**src/rtl/rs_dispatch_if.sv**
```systemverilog
// Insqueue-to-reservation-station bundle: the decoded instruction handshake and the RS entry-write fields.
// The master drives the instruction and takes the entry; the slave (rs_dispatch) does the opposite.
interface rs_dispatch_if #(
  parameter int RS_W            = 4,
  parameter int INST_TYPE_WIDTH = 6
);
  logic                       iq_valid;
  logic                       iq_ready;
  logic [31:0]                iq_inst;
  logic [31:0]                iq_pc;
  logic [31:0]                iq_jumppc;
  logic [31:0]                iq_imm;
  logic [INST_TYPE_WIDTH-1:0] iq_ordertype;
  logic [4:0]                 iq_rs1;
  logic [4:0]                 iq_rs2;
  logic [4:0]                 iq_rd;
  logic                       iq_use_rs1;
  logic                       iq_use_rs2;
  logic                       iq_writes_rd;

  logic                       insqueue_to_RS_needchange;
  logic [RS_W-1:0]            r2;
  logic [31:0]                RS_s_vj_r2_;
  logic [31:0]                RS_s_vk_r2_;
  logic [31:0]                RS_s_qj_r2_;
  logic [31:0]                RS_s_qk_r2_;
  logic [31:0]                RS_s_inst_r2_;
  logic [31:0]                RS_s_pc_r2_;
  logic [31:0]                RS_s_jumppc_r2_;
  logic [31:0]                RS_s_A_r2_;
  logic [31:0]                RS_s_reorder_r2_;
  logic [INST_TYPE_WIDTH-1:0] RS_s_ordertype_r2_;
  logic                       RS_s_busy_r2_;

  modport master (
    output iq_valid, iq_inst, iq_pc, iq_jumppc, iq_imm, iq_ordertype,
           iq_rs1, iq_rs2, iq_rd, iq_use_rs1, iq_use_rs2, iq_writes_rd,
    input  iq_ready, insqueue_to_RS_needchange, r2,
           RS_s_vj_r2_, RS_s_vk_r2_, RS_s_qj_r2_, RS_s_qk_r2_, RS_s_inst_r2_,
           RS_s_pc_r2_, RS_s_jumppc_r2_, RS_s_A_r2_, RS_s_reorder_r2_,
           RS_s_ordertype_r2_, RS_s_busy_r2_
  );

  modport slave (
    input  iq_valid, iq_inst, iq_pc, iq_jumppc, iq_imm, iq_ordertype,
           iq_rs1, iq_rs2, iq_rd, iq_use_rs1, iq_use_rs2, iq_writes_rd,
    output iq_ready, insqueue_to_RS_needchange, r2,
           RS_s_vj_r2_, RS_s_vk_r2_, RS_s_qj_r2_, RS_s_qk_r2_, RS_s_inst_r2_,
           RS_s_pc_r2_, RS_s_jumppc_r2_, RS_s_A_r2_, RS_s_reorder_r2_,
           RS_s_ordertype_r2_, RS_s_busy_r2_
  );
endinterface

```
**src/rtl/rs_dispatch.sv**
```systemverilog
// Reservation-station dispatch: renames rs1/rs2 through a register-status table, allocates ROB tail and RS slot.
// Define RS_DISPATCH_BYPASS_EN to forward same-cycle CDB broadcasts; otherwise such hits stall dispatch one cycle.
module rs_dispatch #(
  parameter int RS_W            = 4,
  parameter int ROB_W           = 4,
  parameter int NREG            = 32,
  parameter int INST_TYPE_WIDTH = 6
) (
  input  logic              clk,
  input  logic              rst,
  input  logic              rdy,
  input  logic              Clear_flag,
  rs_dispatch_if.slave      iq,
  output logic [4:0]        rf_raddr1,
  output logic [4:0]        rf_raddr2,
  input  logic [31:0]       rf_rdata1,
  input  logic [31:0]       rf_rdata2,
  input  logic              rob_full,
  input  logic [ROB_W-1:0]  rob_tail,
  output logic              rob_alloc,
  output logic [ROB_W-1:0]  rob_qtag1,
  output logic [ROB_W-1:0]  rob_qtag2,
  input  logic              rob_qready1,
  input  logic              rob_qready2,
  input  logic [31:0]       rob_qvalue1,
  input  logic [31:0]       rob_qvalue2,
  input  logic [RS_W-1:0]   RS_unbusy_pos,
  input  logic              rs_cdb_valid,
  input  logic [ROB_W-1:0]  b2,
  input  logic [31:0]       rs_cdb_value,
  input  logic              slb_cdb_valid,
  input  logic [ROB_W-1:0]  b4,
  input  logic [31:0]       slb_cdb_value,
  input  logic              commit_valid,
  input  logic [4:0]        commit_rd,
  input  logic [ROB_W-1:0]  commit_tag
);
  logic [NREG-1:0]  reg_busy_reg;
  logic [ROB_W-1:0] reg_tag_reg [NREG];
  logic             bypass_stall;
  logic             fire;

  genvar gi;
  generate
    for (gi = 0; gi < 2; gi++) begin : g_op
      logic [4:0]       idx;
      logic             use_op;
      logic [31:0]      rf_data;
      logic             rob_ready;
      logic [31:0]      rob_value;
      logic [ROB_W-1:0] tag;
      logic             pending;
      logic             rs_hit;
      logic             slb_hit;
      logic [31:0]      v;
      logic [31:0]      q;

      assign idx       = (gi == 0) ? iq.iq_rs1 : iq.iq_rs2;
      assign use_op    = (gi == 0) ? iq.iq_use_rs1 : iq.iq_use_rs2;
      assign rf_data   = (gi == 0) ? rf_rdata1 : rf_rdata2;
      assign rob_ready = (gi == 0) ? rob_qready1 : rob_qready2;
      assign rob_value = (gi == 0) ? rob_qvalue1 : rob_qvalue2;
      assign tag       = reg_tag_reg[idx];
      // Operand still waits on an in-flight producer whose ROB entry has no value yet.
      assign pending   = use_op && (idx != 5'd0) && reg_busy_reg[idx] && !rob_ready;
      assign rs_hit    = rs_cdb_valid && (b2 == tag);
      assign slb_hit   = slb_cdb_valid && (b4 == tag);

      always_comb begin
        v = 32'd0;
        q = 32'hFFFF_FFFF;
        if (!use_op || idx == 5'd0) begin
          v = 32'd0;
        end else if (!reg_busy_reg[idx]) begin
          v = rf_data;
        end else if (rob_ready) begin
          v = rob_value;
`ifdef RS_DISPATCH_BYPASS_EN
        end else if (rs_hit) begin
          v = rs_cdb_value;
        end else if (slb_hit) begin
          v = slb_cdb_value;
`endif
        end else begin
          q = {{(32-ROB_W){1'b0}}, tag};
        end
      end
    end
  endgenerate

`ifdef RS_DISPATCH_BYPASS_EN
  assign bypass_stall = 1'b0;
`else
  // The new entry is not yet busy in the RS and would miss this broadcast; retry once the ROB holds it.
  assign bypass_stall = (g_op[0].pending && (g_op[0].rs_hit || g_op[0].slb_hit)) ||
                        (g_op[1].pending && (g_op[1].rs_hit || g_op[1].slb_hit));
  logic unused_cdb_values;
  assign unused_cdb_values = ^{rs_cdb_value, slb_cdb_value};
`endif

  assign iq.iq_ready = rst && rdy && !Clear_flag && !rob_full &&
                       (RS_unbusy_pos != {RS_W{1'b1}}) && !bypass_stall;
  assign fire        = iq.iq_valid && iq.iq_ready;

  assign rob_alloc                    = fire;
  assign iq.insqueue_to_RS_needchange = fire;
  assign rf_raddr1                    = iq.iq_rs1;
  assign rf_raddr2                    = iq.iq_rs2;
  assign rob_qtag1                    = g_op[0].tag;
  assign rob_qtag2                    = g_op[1].tag;

  assign iq.r2                 = RS_unbusy_pos;
  assign iq.RS_s_vj_r2_        = g_op[0].v;
  assign iq.RS_s_qj_r2_        = g_op[0].q;
  assign iq.RS_s_vk_r2_        = g_op[1].v;
  assign iq.RS_s_qk_r2_        = g_op[1].q;
  assign iq.RS_s_inst_r2_      = iq.iq_inst;
  assign iq.RS_s_pc_r2_        = iq.iq_pc;
  assign iq.RS_s_jumppc_r2_    = iq.iq_jumppc;
  assign iq.RS_s_A_r2_         = iq.iq_imm;
  assign iq.RS_s_reorder_r2_   = {{(32-ROB_W){1'b0}}, rob_tail};
  assign iq.RS_s_ordertype_r2_ = iq.iq_ordertype;
  assign iq.RS_s_busy_r2_      = 1'b1;

  // Rename after commit so a same-cycle dispatch to the same rd keeps the new mapping.
  always_ff @(posedge clk or negedge rst) begin
    if (!rst) begin
      reg_busy_reg <= '0;
      for (int i = 0; i < NREG; i++) reg_tag_reg[i] <= '0;
    end else if (rdy) begin
      if (Clear_flag) begin
        reg_busy_reg <= '0;
      end else begin
        if (commit_valid && reg_busy_reg[commit_rd] && (reg_tag_reg[commit_rd] == commit_tag))
          reg_busy_reg[commit_rd] <= 1'b0;
        if (fire && iq.iq_writes_rd && (iq.iq_rd != 5'd0)) begin
          reg_busy_reg[iq.iq_rd] <= 1'b1;
          reg_tag_reg[iq.iq_rd]  <= rob_tail;
        end
      end
    end
  end
endmodule
```
**src/flat_wrapper.sv**
```systemverilog
// flat-port wrapper written by rule: the top's interface ports become plain ports
module rs_dispatch_flat 
#(
  parameter int RS_W            = 4,
  parameter int ROB_W           = 4,
  parameter int NREG            = 32,
  parameter int INST_TYPE_WIDTH = 6
)
  (clk, rst, rdy, Clear_flag, rf_raddr1, rf_raddr2, rf_rdata1, rf_rdata2, rob_full, rob_tail, rob_alloc, rob_qtag1, rob_qtag2, rob_qready1, rob_qready2, rob_qvalue1, rob_qvalue2, RS_unbusy_pos, rs_cdb_valid, b2, rs_cdb_value, slb_cdb_valid, b4, slb_cdb_value, commit_valid, commit_rd, commit_tag, iq_iq_valid, iq_iq_inst, iq_iq_pc, iq_iq_jumppc, iq_iq_imm, iq_iq_ordertype, iq_iq_rs1, iq_iq_rs2, iq_iq_rd, iq_iq_use_rs1, iq_iq_use_rs2, iq_iq_writes_rd, iq_iq_ready, iq_insqueue_to_RS_needchange, iq_r2, iq_RS_s_vj_r2_, iq_RS_s_vk_r2_, iq_RS_s_qj_r2_, iq_RS_s_qk_r2_, iq_RS_s_inst_r2_, iq_RS_s_pc_r2_, iq_RS_s_jumppc_r2_, iq_RS_s_A_r2_, iq_RS_s_reorder_r2_, iq_RS_s_ordertype_r2_, iq_RS_s_busy_r2_);
  rs_dispatch_if #(.RS_W(RS_W), .INST_TYPE_WIDTH(INST_TYPE_WIDTH)) iq_i ();
  input  logic clk;
  input  logic rst;
  input  logic rdy;
  input  logic Clear_flag;
  output logic [4:0] rf_raddr1;
  output logic [4:0] rf_raddr2;
  input  logic [31:0] rf_rdata1;
  input  logic [31:0] rf_rdata2;
  input  logic rob_full;
  input  logic [ROB_W-1:0] rob_tail;
  output logic rob_alloc;
  output logic [ROB_W-1:0] rob_qtag1;
  output logic [ROB_W-1:0] rob_qtag2;
  input  logic rob_qready1;
  input  logic rob_qready2;
  input  logic [31:0] rob_qvalue1;
  input  logic [31:0] rob_qvalue2;
  input  logic [RS_W-1:0] RS_unbusy_pos;
  input  logic rs_cdb_valid;
  input  logic [ROB_W-1:0] b2;
  input  logic [31:0] rs_cdb_value;
  input  logic slb_cdb_valid;
  input  logic [ROB_W-1:0] b4;
  input  logic [31:0] slb_cdb_value;
  input  logic commit_valid;
  input  logic [4:0] commit_rd;
  input  logic [ROB_W-1:0] commit_tag;
  input wire logic [$bits(iq_i.iq_valid)-1:0] iq_iq_valid;
  input wire logic [$bits(iq_i.iq_inst)-1:0] iq_iq_inst;
  input wire logic [$bits(iq_i.iq_pc)-1:0] iq_iq_pc;
  input wire logic [$bits(iq_i.iq_jumppc)-1:0] iq_iq_jumppc;
  input wire logic [$bits(iq_i.iq_imm)-1:0] iq_iq_imm;
  input wire logic [$bits(iq_i.iq_ordertype)-1:0] iq_iq_ordertype;
  input wire logic [$bits(iq_i.iq_rs1)-1:0] iq_iq_rs1;
  input wire logic [$bits(iq_i.iq_rs2)-1:0] iq_iq_rs2;
  input wire logic [$bits(iq_i.iq_rd)-1:0] iq_iq_rd;
  input wire logic [$bits(iq_i.iq_use_rs1)-1:0] iq_iq_use_rs1;
  input wire logic [$bits(iq_i.iq_use_rs2)-1:0] iq_iq_use_rs2;
  input wire logic [$bits(iq_i.iq_writes_rd)-1:0] iq_iq_writes_rd;
  output wire logic [$bits(iq_i.iq_ready)-1:0] iq_iq_ready;
  output wire logic [$bits(iq_i.insqueue_to_RS_needchange)-1:0] iq_insqueue_to_RS_needchange;
  output wire logic [$bits(iq_i.r2)-1:0] iq_r2;
  output wire logic [$bits(iq_i.RS_s_vj_r2_)-1:0] iq_RS_s_vj_r2_;
  output wire logic [$bits(iq_i.RS_s_vk_r2_)-1:0] iq_RS_s_vk_r2_;
  output wire logic [$bits(iq_i.RS_s_qj_r2_)-1:0] iq_RS_s_qj_r2_;
  output wire logic [$bits(iq_i.RS_s_qk_r2_)-1:0] iq_RS_s_qk_r2_;
  output wire logic [$bits(iq_i.RS_s_inst_r2_)-1:0] iq_RS_s_inst_r2_;
  output wire logic [$bits(iq_i.RS_s_pc_r2_)-1:0] iq_RS_s_pc_r2_;
  output wire logic [$bits(iq_i.RS_s_jumppc_r2_)-1:0] iq_RS_s_jumppc_r2_;
  output wire logic [$bits(iq_i.RS_s_A_r2_)-1:0] iq_RS_s_A_r2_;
  output wire logic [$bits(iq_i.RS_s_reorder_r2_)-1:0] iq_RS_s_reorder_r2_;
  output wire logic [$bits(iq_i.RS_s_ordertype_r2_)-1:0] iq_RS_s_ordertype_r2_;
  output wire logic [$bits(iq_i.RS_s_busy_r2_)-1:0] iq_RS_s_busy_r2_;
  assign iq_i.iq_valid = iq_iq_valid;
  assign iq_i.iq_inst = iq_iq_inst;
  assign iq_i.iq_pc = iq_iq_pc;
  assign iq_i.iq_jumppc = iq_iq_jumppc;
  assign iq_i.iq_imm = iq_iq_imm;
  assign iq_i.iq_ordertype = iq_iq_ordertype;
  assign iq_i.iq_rs1 = iq_iq_rs1;
  assign iq_i.iq_rs2 = iq_iq_rs2;
  assign iq_i.iq_rd = iq_iq_rd;
  assign iq_i.iq_use_rs1 = iq_iq_use_rs1;
  assign iq_i.iq_use_rs2 = iq_iq_use_rs2;
  assign iq_i.iq_writes_rd = iq_iq_writes_rd;
  assign iq_iq_ready = iq_i.iq_ready;
  assign iq_insqueue_to_RS_needchange = iq_i.insqueue_to_RS_needchange;
  assign iq_r2 = iq_i.r2;
  assign iq_RS_s_vj_r2_ = iq_i.RS_s_vj_r2_;
  assign iq_RS_s_vk_r2_ = iq_i.RS_s_vk_r2_;
  assign iq_RS_s_qj_r2_ = iq_i.RS_s_qj_r2_;
  assign iq_RS_s_qk_r2_ = iq_i.RS_s_qk_r2_;
  assign iq_RS_s_inst_r2_ = iq_i.RS_s_inst_r2_;
  assign iq_RS_s_pc_r2_ = iq_i.RS_s_pc_r2_;
  assign iq_RS_s_jumppc_r2_ = iq_i.RS_s_jumppc_r2_;
  assign iq_RS_s_A_r2_ = iq_i.RS_s_A_r2_;
  assign iq_RS_s_reorder_r2_ = iq_i.RS_s_reorder_r2_;
  assign iq_RS_s_ordertype_r2_ = iq_i.RS_s_ordertype_r2_;
  assign iq_RS_s_busy_r2_ = iq_i.RS_s_busy_r2_;
  rs_dispatch #(.RS_W(RS_W), .ROB_W(ROB_W), .NREG(NREG), .INST_TYPE_WIDTH(INST_TYPE_WIDTH)) u_core (.clk(clk), .rst(rst), .rdy(rdy), .Clear_flag(Clear_flag), .iq(iq_i), .rf_raddr1(rf_raddr1), .rf_raddr2(rf_raddr2), .rf_rdata1(rf_rdata1), .rf_rdata2(rf_rdata2), .rob_full(rob_full), .rob_tail(rob_tail), .rob_alloc(rob_alloc), .rob_qtag1(rob_qtag1), .rob_qtag2(rob_qtag2), .rob_qready1(rob_qready1), .rob_qready2(rob_qready2), .rob_qvalue1(rob_qvalue1), .rob_qvalue2(rob_qvalue2), .RS_unbusy_pos(RS_unbusy_pos), .rs_cdb_valid(rs_cdb_valid), .b2(b2), .rs_cdb_value(rs_cdb_value), .slb_cdb_valid(slb_cdb_valid), .b4(b4), .slb_cdb_value(slb_cdb_value), .commit_valid(commit_valid), .commit_rd(commit_rd), .commit_tag(commit_tag));
endmodule
```
**config.mk**
```make
export PLATFORM = sky130hd
export DESIGN_NAME = rs_dispatch_flat
export DESIGN_NICKNAME = d
export VERILOG_FILES = /design/src/rtl/rs_dispatch_if.sv /design/src/rtl/rs_dispatch.sv /design/src/flat_wrapper.sv
export SDC_FILE = /design/constraint.sdc
export NUM_CORES = 1
export LEC_CHECK = 0
export CAP_MARGIN = 10
export CORE_AREA = 2 2 271 273
export DETAILED_ROUTE_END_ITERATION = 12
export DIE_AREA = 0 0 273 275
export HOLD_SLACK_MARGIN = 0.15
export SYNTH_ARGS = -nofsm -noshare
export SYNTH_HDL_FRONTEND = slang
export SYNTH_SLANG_ARGS = --single-unit
```
**constraint.sdc**
```tcl
create_clock -name clk -period 14.6 [get_ports clk]
set_input_delay 2.92 -clock clk [delete_from_list [all_inputs] [get_ports clk]]
set_output_delay 2.92 -clock clk [all_outputs]
set_load 0.03 [all_outputs]
```
==> run summary <==
status -> finished clean
hold endpoint -> u_core.reg_tag_reg[125]
cell leakage power -> 6.82 nW
slew margin rel. -> 15.9%
Num Clock Sinks -> 160
most used cell, CP -> clkdlybuf4s50_1
Worst-Skew Late Latency -> 0.45 ns
Mapped Cells -> 1266
Initial DRC Count -> 1526
cell area power density -> 70.4 nW/um2
Crit Path Max Fanout -> 32
final hold violations -> 0
WS Path Type -> primary input to primary output
worst hold stages -> 0
Worst path max stage delay -> 0.97 ns
first-pass detailed-route iteration total -> 6
FF-to-FF setup slack -> 10.04 ns
period utilization -> 80.0%
main flop type after synthesis -> dfrtp_1
worst reg2reg endpoint -> u_core.reg_busy_reg[11]
Pwr Total -> 1.20 mW
async set-reset flop share out of synthesis -> 100%
startpoint types -> primary input
cts repair resizes -> 0
Post-Route WL -> 85.0 mm
CTS tree -> yes
Area Growth Syn to Fin -> 21.7%
Avg WL per Cell -> 37.0 um
core area -> 72300 um2
measured slew at the worst slew-check pin -> 1.26 ns
largest net degree at the start of global routing -> 97
htree depth -> 4
Crit-path slowest cell -> clkdlybuf4s50_1
most common cell after layout, fill and taps aside -> clkdlybuf4s50_1
DP HPWL -> 71.7 mm
syn_area_per_cell -> 11.1 um2
RD Place Congestion -> 0.931
Final ANT Viol Nets -> 0
Yosys warning count -> 0
post-CTS setup buffer count -> 0
max reg flops -> 128
Sum Neg Setup Slack -> 0 ns
# setup viols final -> 0
post-DR vias/cell -> 4.98
Register Area -> 4000 um2
CP top delay family -> simple AND/OR/NAND/NOR gates
first-pass GRT wire length -> 108 mm
Post-synth EDFFs -> 0
unrepaired setup endpoints after global routing -> no
Cell Area, Placed -> 16500 um2
critical path data arrival time -> 8.76 ns
post-synth cell types -> 66
via count -> 11.5k
reg2reg path depth -> 11
CTS root buf -> clkbuf_16
Nets -> 1707
Worst R2R Start -> u_core.reg_tag_reg[30]
grt ovf -> 0
f_max -> 0.0856 GHz
starting density of the core -> 19.4%
IO Count -> 700
Num CTS Buffers -> 17
area occupied by multi-input gates -> 7750 um2
Slew Viols, Final -> 0
Hold Path Origin -> u_core.reg_tag_reg[125]
clock skew -> 0.0146 ns
die area -> 75100 um2
PortBufs -> 338
HP Class -> flip-flop to flip-flop
Peak VDD IR -> 0.0633 mV
worst path cell trace -> clkdlybuf4s50_1 > nor2b_1 > a22oi_1 > nand2_1 > xor2_1 > o22ai_1 > or3_1 > or4_4 > a21oi_4 > buf_4 > or2_1 > nor2_1 > clkdlybuf4s50_1
share of cells above drive strength 1 -> 22.9%
final instance area -> 17100 um2
die width -> 273 um
Max Cap Viol -> 0
CTS Hold Bufs -> 0
CP bufs+invs -> 3
Critical Path Sink Type -> primary output
total track usage -> 21.7%
register bit total from synthesis -> 160
initial antenna violation count -> 24
CP Data Required Time -> 11.68 ns
Chip Height -> 275 um
Clock transition at path regs -> 0.07 ns
fin crit period -> 11.68 ns
register area share after synthesis -> 28.5%
DRC errors left -> 0
mapped cell area -> 14000 um2
Rows -> 99
clk buf depth -> 2
vias in the first global route -> 11.1k
most frequent cells in the layout -> 330 x clkdlybuf4s50_1, 160 x dfrtp_1, 100 x mux2_2
fill count -> 7687
==> cells by family after synthesis <==
family,count (synthesis),share of synthesized area [%]
mux,304,31.2
other cells,2,0.0535
xor+xnor,26,1.62
flops,160,28.5
simple gates,218,10.2
compound gates,202,11.3
buf+inv,354,17.1
==> layout make-up <==
| class | count | share of cell area [%] |
|---|---|---|
| Clock inverter | 14 | 0.901 |
| Timing Repair Buffer | 356 | 20.4 |
| Sequential cell | 160 | 23.4 |
| Inverter | 13 | 0.286 |
| Multi-Input combinational cell | 779 | 45.4 |
| Antenna cell | 3 | 0.0439 |
| Clock buffer | 17 | 2.49 |
| Tap cell | 959 | 7.02 |
==> worst register-to-register path: stages, from the launching register on <==
cell and delay [ns]:
dfrtp_1 0.42, mux4_2 0.53, mux2_2 0.28, or3_1 0.30, nand3_1 0.35, xnor2_1 0.15
a2111oi_2 0.39, a22oi_1 0.21, nor2_4 0.11, buf_4 0.56, or2_1 0.84, o21ai_0 0.26
==> where the power goes <==
part / switching, mW / internal, mW
Sequential: 0.00174 / 0.445
Combinational: 0.184 / 0.111
Clock: 0.206 / 0.254
==> synth_stat cells, types with 7 or more instances <==
library cell / count / share of area, %
o211ai_1: 16 / 0.86
and2_1: 7 / 0.31
buf_1: 7 / 0.19
nand2_1: 38 / 1.0
or3_1: 10 / 0.45
nand4_1: 23 / 1.0
nand3_1: 26 / 0.93
nor3_4: 20 / 2.3
xor2_1: 17 / 1.1
nor3_1: 14 / 0.50
a22o_1: 71 / 4.4
buf_4: 243 / 13
mux2_4: 20 / 2.1
mux2_2: 100 / 8.0
mux2i_1: 76 / 5.4
o311ai_0: 13 / 0.81
mux4_2: 87 / 14
dfrtp_1: 160 / 29
inv_1: 11 / 0.29
a22oi_1: 36 / 1.9
xnor2_1: 9 / 0.56
buf_2: 13 / 0.46
mux2_1: 21 / 1.7
o21ai_0: 31 / 1.1
clkbuf_1: 60 / 1.6
nor2_1: 18 / 0.48
nand2b_1: 13 / 0.58
buf_6: 12 / 0.96
nor2b_1: 24 / 1.1
==> how the worst max path moves through the flow <==
stage            startpoint                            to  slack (ns)  cells past startpoint
2_1_floorplan  iq_iq_rs1[0]                     rob_alloc        5.28                     14
3_3_place_gp   iq_iq_rs1[3]  iq_insqueue_to_RS_needchange        3.14                     13
3_5_place_dp   iq_iq_rs1[3]  iq_insqueue_to_RS_needchange        3.09                     13
4_1_cts        iq_iq_rs1[3]  iq_insqueue_to_RS_needchange        3.07                     13
5_1_grt        iq_iq_rs1[3]  iq_insqueue_to_RS_needchange        2.77                     13
6_report       iq_iq_rs1[3]  iq_insqueue_to_RS_needchange        2.92                     13
==> per-stage QoR <==
step / setup slack (ns) / hold WS, ns / cells / util (%)
finish: 2.92 / 0.429 / 2301 / 23.6
global route: 2.77 / 0.445 / 2299 / 23.6
CTS: 3.07 / 0.429 / 2297 / 23.6
detailed placement: 3.09 / 0.415 / 2266 / 22.8
global placement: 3.14 / 0.409 / 2266 / 22.8
floorplan: 5.28 / 0.459 / 1293 / -
==> layer usage <==
layer,share of wire [%],wire length [um],GRT usage [%],vias to the layer above
met4,1.5,1310,3.75,14
met3,17,14100,13.7,99
met5,0.10,85,0,-
li1,-,-,-,4626
met1,35,29600,23.8,5704
met2,47,39900,35.8,1012
Power figures use the tool's default switching activity.
